==> src/rtl/vga_pkg.sv <==
// VGA timing defaults, derived totals and lock FSM encoding,
// shared by the timing generator and the receiver.
package vga_pkg;

    localparam int H_VIS_AREA_PXL    = 800;
    localparam int H_FRONT_PORCH_PXL = 40;
    localparam int H_SYNC_PULSE_PXL  = 128;
    localparam int H_BACK_PORCH_PXL  = 88;
    localparam int V_VIS_AREA_PXL    = 600;
    localparam int V_FRONT_PORCH_PXL = 1;
    localparam int V_SYNC_PULSE_PXL  = 4;
    localparam int V_BACK_PORCH_PXL  = 23;

    function automatic int span_total(
        input int vis,
        input int fp,
        input int sync,
        input int bp
    );
        return vis + fp + sync + bp;
    endfunction

    // Counters restart at the sync leading edge, so the
    // visible region begins after sync plus back porch.
    function automatic int span_start(input int sync, input int bp);
        return sync + bp;
    endfunction

    localparam int H_TOTAL = span_total(H_VIS_AREA_PXL, H_FRONT_PORCH_PXL,
                                        H_SYNC_PULSE_PXL, H_BACK_PORCH_PXL);
    localparam int V_TOTAL = span_total(V_VIS_AREA_PXL, V_FRONT_PORCH_PXL,
                                        V_SYNC_PULSE_PXL, V_BACK_PORCH_PXL);
    localparam int H_START = span_start(H_SYNC_PULSE_PXL, H_BACK_PORCH_PXL);
    localparam int V_START = span_start(V_SYNC_PULSE_PXL, V_BACK_PORCH_PXL);

    typedef enum logic [1:0] {
        SEARCH = 2'd0,
        VERIFY = 2'd1,
        LOCKED = 2'd2
    } lock_state_t;

endpackage

==> src/rtl/vga_sync_counter.sv <==
// Sync-relative position counter that measures the period between
// leading edges and checks the sync pulse width.
module vga_sync_counter
    import vga_pkg::*;
#(
    parameter int W     = 11,
    parameter int TOTAL = 1056,
    parameter int PULSE = 128
) (
    input  logic         clk,
    input  logic         rst_n,
    input  logic         inc,
    input  logic         lead,
    input  logic         trail,
    input  logic         clr_seen,
    output logic [W-1:0] count,
    output logic [W-1:0] total_meas,
    output logic         total_err,
    output logic         pulse_err
);

    localparam logic [W:0] TOT = (W+1)'(TOTAL);
    localparam logic [W:0] PUL = (W+1)'(PULSE);

    logic       seen;
    logic [W:0] cnt_p1;

    // One extra bit so a saturated count plus one never wraps.
    assign cnt_p1    = {1'b0, count} + (W+1)'(1);
    assign total_err = lead && seen && (cnt_p1 != TOT);
    assign pulse_err = trail && (cnt_p1 != PUL);

    always_ff @(posedge clk or negedge rst_n) begin
        if (!rst_n) begin
            count      <= '0;
            total_meas <= '0;
            seen       <= 1'b0;
        end else begin
            if (lead)
                count <= '0;
            else if (inc && !(&count))
                count <= cnt_p1[W-1:0];
            if (lead && seen)
                total_meas <= cnt_p1[W-1:0];
            if (clr_seen)
                seen <= 1'b0;
            else if (lead)
                seen <= 1'b1;
        end
    end

endmodule

==> src/rtl/vga_rx.sv <==
// VGA receiver: recovers line/frame timing, verifies it for a number
// of frames, then emits visible pixels with their coordinates.
module vga_rx
    import vga_pkg::*;
#(
    parameter int H_VIS_AREA_PXL    = 800,
    parameter int H_FRONT_PORCH_PXL = 40,
    parameter int H_SYNC_PULSE_PXL  = 128,
    parameter int H_BACK_PORCH_PXL  = 88,
    parameter int H_NUM_BITS        = 11,
    parameter int V_VIS_AREA_PXL    = 600,
    parameter int V_FRONT_PORCH_PXL = 1,
    parameter int V_SYNC_PULSE_PXL  = 4,
    parameter int V_BACK_PORCH_PXL  = 23,
    parameter int V_NUM_BITS        = 10,
    parameter int CHANNEL_BITS      = 4,
    parameter bit SYNC_ACTIVE       = 1'b1,
    parameter int LOCK_FRAMES       = 2
) (
    input  logic                    clk,
    input  logic                    resetn,
    input  logic [CHANNEL_BITS-1:0] red,
    input  logic [CHANNEL_BITS-1:0] green,
    input  logic [CHANNEL_BITS-1:0] blue,
    input  logic                    h_sync,
    input  logic                    v_sync,
    output logic                    pixel_valid,
    output logic [H_NUM_BITS-1:0]   x,
    output logic [V_NUM_BITS-1:0]   y,
    output logic [CHANNEL_BITS-1:0] pixel_r,
    output logic [CHANNEL_BITS-1:0] pixel_g,
    output logic [CHANNEL_BITS-1:0] pixel_b,
    output logic                    frame_start,
    output logic                    locked,
    output logic                    timing_err,
    output logic [H_NUM_BITS-1:0]   h_total_meas,
    output logic [V_NUM_BITS-1:0]   v_total_meas
);

    localparam int H_TOT = span_total(H_VIS_AREA_PXL, H_FRONT_PORCH_PXL,
                                      H_SYNC_PULSE_PXL, H_BACK_PORCH_PXL);
    localparam int V_TOT = span_total(V_VIS_AREA_PXL, V_FRONT_PORCH_PXL,
                                      V_SYNC_PULSE_PXL, V_BACK_PORCH_PXL);
    localparam int H_BEG = span_start(H_SYNC_PULSE_PXL, H_BACK_PORCH_PXL);
    localparam int V_BEG = span_start(V_SYNC_PULSE_PXL, V_BACK_PORCH_PXL);
    localparam int GW    = $clog2(LOCK_FRAMES + 1);

    localparam logic [H_NUM_BITS:0] H_LO = (H_NUM_BITS+1)'(H_BEG);
    localparam logic [H_NUM_BITS:0] H_HI = (H_NUM_BITS+1)'(H_BEG + H_VIS_AREA_PXL);
    localparam logic [V_NUM_BITS:0] V_LO = (V_NUM_BITS+1)'(V_BEG);
    localparam logic [V_NUM_BITS:0] V_HI = (V_NUM_BITS+1)'(V_BEG + V_VIS_AREA_PXL);
    localparam logic [GW-1:0]       LOCK_CNT = GW'(LOCK_FRAMES);

    logic                    hs_act, vs_act, hs1, vs1;
    logic                    hs_lead, hs_trail, vs_lead, vs_trail;
    logic [CHANNEL_BITS-1:0] r1, g1, b1;
    logic [H_NUM_BITS-1:0]   hcnt;
    logic [V_NUM_BITS-1:0]   vcnt;
    logic                    h_total_err, h_pulse_err;
    logic                    v_total_err, v_pulse_err;
    logic                    h_err, v_err, wd, in_search;
    logic                    h_vis, v_vis, vis;

    lock_state_t   state, state_d;
    logic [GW-1:0] good_cnt, good_d;
    logic          frame_bad, bad_d, err_d;

    assign hs_act   = (h_sync == SYNC_ACTIVE);
    assign vs_act   = (v_sync == SYNC_ACTIVE);
    // Edges compare the port against stage 1, so the counters
    // restart in step with the stage-1 pixel they describe.
    assign hs_lead  = hs_act && !hs1;
    assign hs_trail = !hs_act && hs1;
    assign vs_lead  = vs_act && !vs1;
    assign vs_trail = !vs_act && vs1;

    always_ff @(posedge clk or negedge resetn) begin
        if (!resetn) begin
            hs1 <= 1'b0;
            vs1 <= 1'b0;
            r1  <= '0;
            g1  <= '0;
            b1  <= '0;
        end else begin
            hs1 <= hs_act;
            vs1 <= vs_act;
            r1  <= red;
            g1  <= green;
            b1  <= blue;
        end
    end

    assign in_search = (state == SEARCH);

    vga_sync_counter #(
        .W     (H_NUM_BITS),
        .TOTAL (H_TOT),
        .PULSE (H_SYNC_PULSE_PXL)
    ) u_hcnt (
        .clk        (clk),
        .rst_n      (resetn),
        .inc        (1'b1),
        .lead       (hs_lead),
        .trail      (hs_trail),
        .clr_seen   (in_search),
        .count      (hcnt),
        .total_meas (h_total_meas),
        .total_err  (h_total_err),
        .pulse_err  (h_pulse_err)
    );

    vga_sync_counter #(
        .W     (V_NUM_BITS),
        .TOTAL (V_TOT),
        .PULSE (V_SYNC_PULSE_PXL)
    ) u_vcnt (
        .clk        (clk),
        .rst_n      (resetn),
        .inc        (hs_lead),
        .lead       (vs_lead),
        .trail      (vs_trail),
        .clr_seen   (1'b0),
        .count      (vcnt),
        .total_meas (v_total_meas),
        .total_err  (v_total_err),
        .pulse_err  (v_pulse_err)
    );

    assign h_err = h_total_err || h_pulse_err;
    assign v_err = v_total_err || v_pulse_err;
    assign wd    = &hcnt;

    always_comb begin
        state_d = state;
        good_d  = good_cnt;
        bad_d   = frame_bad;
        err_d   = 1'b0;
        unique case (state)
            SEARCH: begin
                if (vs_lead) begin
                    state_d = VERIFY;
                    good_d  = '0;
                    bad_d   = 1'b0;
                end
            end
            VERIFY: begin
                if (wd) begin
                    state_d = SEARCH;
                end else if (vs_lead) begin
                    bad_d = 1'b0;
                    if (frame_bad || h_err || v_err) begin
                        good_d = '0;
                    end else begin
                        good_d = good_cnt + GW'(1);
                        if (good_d == LOCK_CNT)
                            state_d = LOCKED;
                    end
                end else if (h_err || v_err) begin
                    bad_d = 1'b1;
                end
            end
            LOCKED: begin
                if (h_err || v_err || wd) begin
                    err_d   = 1'b1;
                    state_d = SEARCH;
                end
            end
            default: state_d = SEARCH;
        endcase
    end

    always_ff @(posedge clk or negedge resetn) begin
        if (!resetn) begin
            state      <= SEARCH;
            good_cnt   <= '0;
            frame_bad  <= 1'b0;
            locked     <= 1'b0;
            timing_err <= 1'b0;
        end else begin
            state      <= state_d;
            good_cnt   <= good_d;
            frame_bad  <= bad_d;
            locked     <= (state_d == LOCKED);
            timing_err <= err_d;
        end
    end

    assign h_vis = ({1'b0, hcnt} >= H_LO) && ({1'b0, hcnt} < H_HI);
    assign v_vis = ({1'b0, vcnt} >= V_LO) && ({1'b0, vcnt} < V_HI);
    assign vis   = locked && h_vis && v_vis;

    always_ff @(posedge clk or negedge resetn) begin
        if (!resetn) begin
            pixel_valid <= 1'b0;
            frame_start <= 1'b0;
            x           <= '0;
            y           <= '0;
            pixel_r     <= '0;
            pixel_g     <= '0;
            pixel_b     <= '0;
        end else begin
            pixel_valid <= vis;
            frame_start <= vis && (hcnt == H_NUM_BITS'(H_BEG))
                               && (vcnt == V_NUM_BITS'(V_BEG));
            if (vis) begin
                x       <= hcnt - H_NUM_BITS'(H_BEG);
                y       <= vcnt - V_NUM_BITS'(V_BEG);
                pixel_r <= r1;
                pixel_g <= g1;
                pixel_b <= b1;
            end else begin
                x       <= '0;
                y       <= '0;
                pixel_r <= '0;
                pixel_g <= '0;
                pixel_b <= '0;
            end
        end
    end

endmodule

==> config.mk <==
export PLATFORM = sky130hd
export DESIGN_NAME = vga_rx
export DESIGN_NICKNAME = d
export VERILOG_FILES = /design/src/rtl/vga_pkg.sv /design/src/rtl/vga_sync_counter.sv /design/src/rtl/vga_rx.sv
export SDC_FILE = /design/constraint.sdc
export NUM_CORES = 1
export LEC_CHECK = 0
export ABC_AREA = 1
export CAP_MARGIN = 10
export CORE_ASPECT_RATIO = 0.7
export CORE_UTILIZATION = 67
export CTS_CLUSTER_SIZE = 24
export DETAILED_ROUTE_END_ITERATION = 12
export DONT_BUFFER_PORTS = 1
export GPL_TIMING_DRIVEN = 0
export PLACE_DENSITY_LB_ADDON = 0.25
export SLEW_MARGIN = 20
export SYNTH_ARGS = -nofsm -noshare
export SYNTH_HDL_FRONTEND = slang
export SYNTH_SLANG_ARGS = --single-unit
==> constraint.sdc <==
create_clock -name clk -period 3.78 [get_ports clk]
set_clock_uncertainty 0.05 [all_clocks]
set_input_delay 0.189 -clock clk [delete_from_list [all_inputs] [get_ports clk]]
set_output_delay 0.189 -clock clk [all_outputs]
set_load 0.1 [all_outputs]
==> reports/qor.csv <==
stage,metric,value,unit
critical_path,Crit Path Category,flip-flop to flip-flop,
clock_network,clock sinks,100,
placed_design,gpl congestion,0.938,
critical_path,CP Launch Type,flip-flop,
grt,met3 Use GR,0.0907,
final_layout,Antenna Cells,0,
placed_design,dpl ws,1.51,ns
clock_network,maximum root-to-sink buffer count,2,
clock_network,clk_lat worst skew,0.37,ns
clock_network,root buf cell,clkbuf_8,
critical_path,Crit Path Max Fanout,10,
grt,total gr overflow,0,
critical_path,Crit. End Element,flip-flop,
die,# IOs,74,
synth,main flop type after synthesis,dfrtp_1,
clock_network,CTS tree,yes,
synth,Yosys cell types,32,
min_path,min-delay worst type,input port to flip-flop,
critical_path,"Slowest-stage cell, CP",dfrtp_1,
sta,final hold vios,0,
die,die height,69.7,um
critical_path,worst r2r src,locked$_DFF_PN0_,
grt,Total Routing Usage GR,0.322,
clock_network,Post-CTS Setup Bufs,0,
die,area of the core,0.00628,mm^2
sta,Tmin final,2.36,ns
grt,largest net degree at the start of global routing,101,
drt,DRT Wirelength,10100,um
final_layout,Nets,547,
critical_path,Required @ worst endpoint,4.02,ns
synth,"Avg Cell Area, Syn",8.80,um^2
final_layout,final std cells w/o fill,608,
grt,M1 GR Usage,0.436,
power_and_ir_drop,maximum vdd drop,0.266,mV
critical_path,max incr delay on CP,0.97,ns
synth,Commonest cells post-synth,"118 x nand2_1, 100 x dfrtp_1, 64 x inv_1, 60 x nor2_1, 34 x o21ai_0",
clock_network,"Reg clk slew, reported paths",0.10,ns
synth,Mapped Area,0.00438,mm^2
grt,initial antenna violation count,0,
sta,Tcrit/Tclk final,0.624,
sta,Final setup violation count,0,
die,Starting Density,0.698,
status,status,"complete, no violations",
clock_network,Inserted Clock Buffers,9,
sta,Worst-Margin Slew,0.938,ns
drt,# DRC,0,
sta,Rel. slew slack,0.374,
drt,Routed wire per std cell,16.6,um
die,row cnt,24,
clock_network,H-tree depth,3,
synth,Synth area leaders,"dfrtp_1 57%, nand2_1 10%, inv_1 5.5%",
sta,"Slew Viols, Final",0,
drt,Vias,3578,
critical_path,worst path arrival time,2.60,ns
die,die width,98.6,um
clock_network,post_cts resized,0,
grt,routing usage on met2,0.488,
drt,first-pass iteration count of the detailed router,5,
grt,first-pass GRT wire length,16700,um
synth,Synth Instances,498,
placed_design,dpl cells,576,
sta,Peak Freq,0.424,GHz
synth,register area share after synthesis,0.571,
placed_design,I/O Buffers,0,
drt,final antenna-violating net count,0,
critical_path,R2R depth,7,
synth,"count leader, synth",nand2_1,
clock_network,cts hold-fix bufs,16,
power_and_ir_drop,Pwr Density,491,mW/mm^2
final_layout,area grow syn2layout,10.7,%
synth,Post-synth EDFFs,0,
sta,worst setup margin,1.42,ns
drt,vias per cell,5.88,
sta,Fin Setup TNS,0,ns
power_and_ir_drop,Pleak,2.48,nW
sta,RSZ-0062 raised after global routing,no,
die,die area,0.00687,mm^2
run,Max Cap Viol,0,
placed_design,HPWL Detailed,6740,um
grt,Most Crowded Layer GR,met2,
critical_path,CP cell instances,"nand2_1, a31oi_1, o211ai_1, nor2_2, inv_2, buf_2, nor2_1",
synth,largest area contributor in the netlist,dfrtp_1,
synth,syn nets,520,
min_path,hold depth,2,
grt,vias in the first global route,3417,
critical_path,worst setup path startpoint,locked$_DFF_PN0_,
final_layout,fraction of layout cells with a size suffix above 1,0.0962,
synth,Synth Register Bits,100,
synth,YS warnings,0,
min_path,worst hold path startpoint,h_sync,
synth,Yosys top cell area share,0.571,
synth,ys async rst share,1.00,
drt,Initial DRC Count,365,
logic make-up (layout without fill, tap and decap cells):
group,after synthesis,in the layout,synth area share
AND/OR/NAND/NOR,242,242,0.250
flip-flops,100,100,0.571
buffers and inverters,77,109,0.0674
AO/OA/AOI/OAI,66,66,0.0803
adder cells (fa/ha/maj),6,6,0.0171
XOR/XNOR,6,6,0.0120
multiplexers,1,1,0.00229
through the flow:
step	total power [mW]	util	instance area, um^2	hold WS (ns)
after CTS	2.37	0.773	4850	0.0459
final	2.38	0.773	4850	0.0473
after floorplan	1.62	-	4380	-0.157
after global placement	1.67	0.714	4480	-0.155
after global routing	2.47	0.773	4850	0.0605
after detailed placement	1.68	0.714	4480	-0.155
worst max-delay path: cells and delay by family, from the launching register on:
kind	cells	cell delay, ns
and+or+nand+nor	3	0.57
AOI/OAI and AO/OA	2	0.39
DFF	1	0.97
buffers and inverters	2	0.30
metal layers:
| layer | share of wire | wire length (um) | vias up |
|---|---|---|---|
| met5 | 0 | 0 | - |
| met1 | 0.42 | 4240 | 1716 |
| li1 | - | - | 1626 |
| met3 | 0.093 | 942 | 34 |
| met4 | 0.032 | 323 | 0 |
| met2 | 0.45 | 4590 | 202 |
area by class of cell:
cell class,count,area (um^2)
repair buffers,16,178
plain buffers,9,40.0
clock buffers,10,138
inverters,68,255
fillers,422,1430
flip-flops and latches,100,2500
clock inverters,6,57.6
multi-input cells,321,1580
well taps,78,97.6
sequential cells by signal, summed over array words and instances (netlist names), 2 cells and up:
| signal | count |
|---|---|
| u_vcnt.count | 10 |
| g1 | 4 |
| y | 10 |
| state | 2 |
| b1 | 4 |
| u_hcnt.count | 11 |
| good_cnt | 2 |
| u_hcnt.total_meas | 11 |
| x | 11 |
| pixel_r | 4 |
| u_vcnt.total_meas | 10 |
| pixel_g | 4 |
| pixel_b | 4 |
| r1 | 4 |
report_power, final:
group	internal, mW	total [mW]	switching (mW)
registers	1.13	1.44	0.309
clock network	0.269	0.661	0.393
logic	0.0872	0.277	0.189
total	1.49	2.38	0.891
worst paths after layout:
path | to | slack, ns
min in group asynchronous | b1[3]$_DFF_PN0_ | 0.38
setup reg to reg | x[3]$_DFF_PN0_ | 1.42
max in group asynchronous | u_hcnt.count[5]$_DFFE_PN0P_ | 2.95
hold / removal | u_hcnt.seen$_DFFE_PN0P_ | 0.05
setup / recovery | x[3]$_DFF_PN0_ | 1.42
hold reg to reg | u_vcnt.seen$_DFFE_PN0P_ | 0.42
cell usage in the layout, fill, tap and decap left out, types with 3 or more instances in the layout:
| cell type | instances |
|---|---|
| nand2_1 | 118 |
| dfrtp_1 | 100 |
| inv_1 | 64 |
| nor2_1 | 60 |
| o21ai_0 | 34 |
| nand3_1 | 22 |
| a21oi_1 | 17 |
| dlygate4sd3_1 | 15 |
| clkbuf_8 | 10 |
| nand2_2 | 8 |
| nand4_1 | 8 |
| xor2_1 | 6 |
| ha_1 | 6 |
| nand3_2 | 5 |
| nor3_1 | 5 |
| o22ai_1 | 5 |
| nor2_4 | 4 |
| o21ai_1 | 4 |
| buf_2 | 4 |
| clkbuf_1 | 4 |
| inv_2 | 3 |
| nor2_2 | 3 |
| nor3_2 | 3 |
Note: power is estimated with default switching activity, not from simulation.
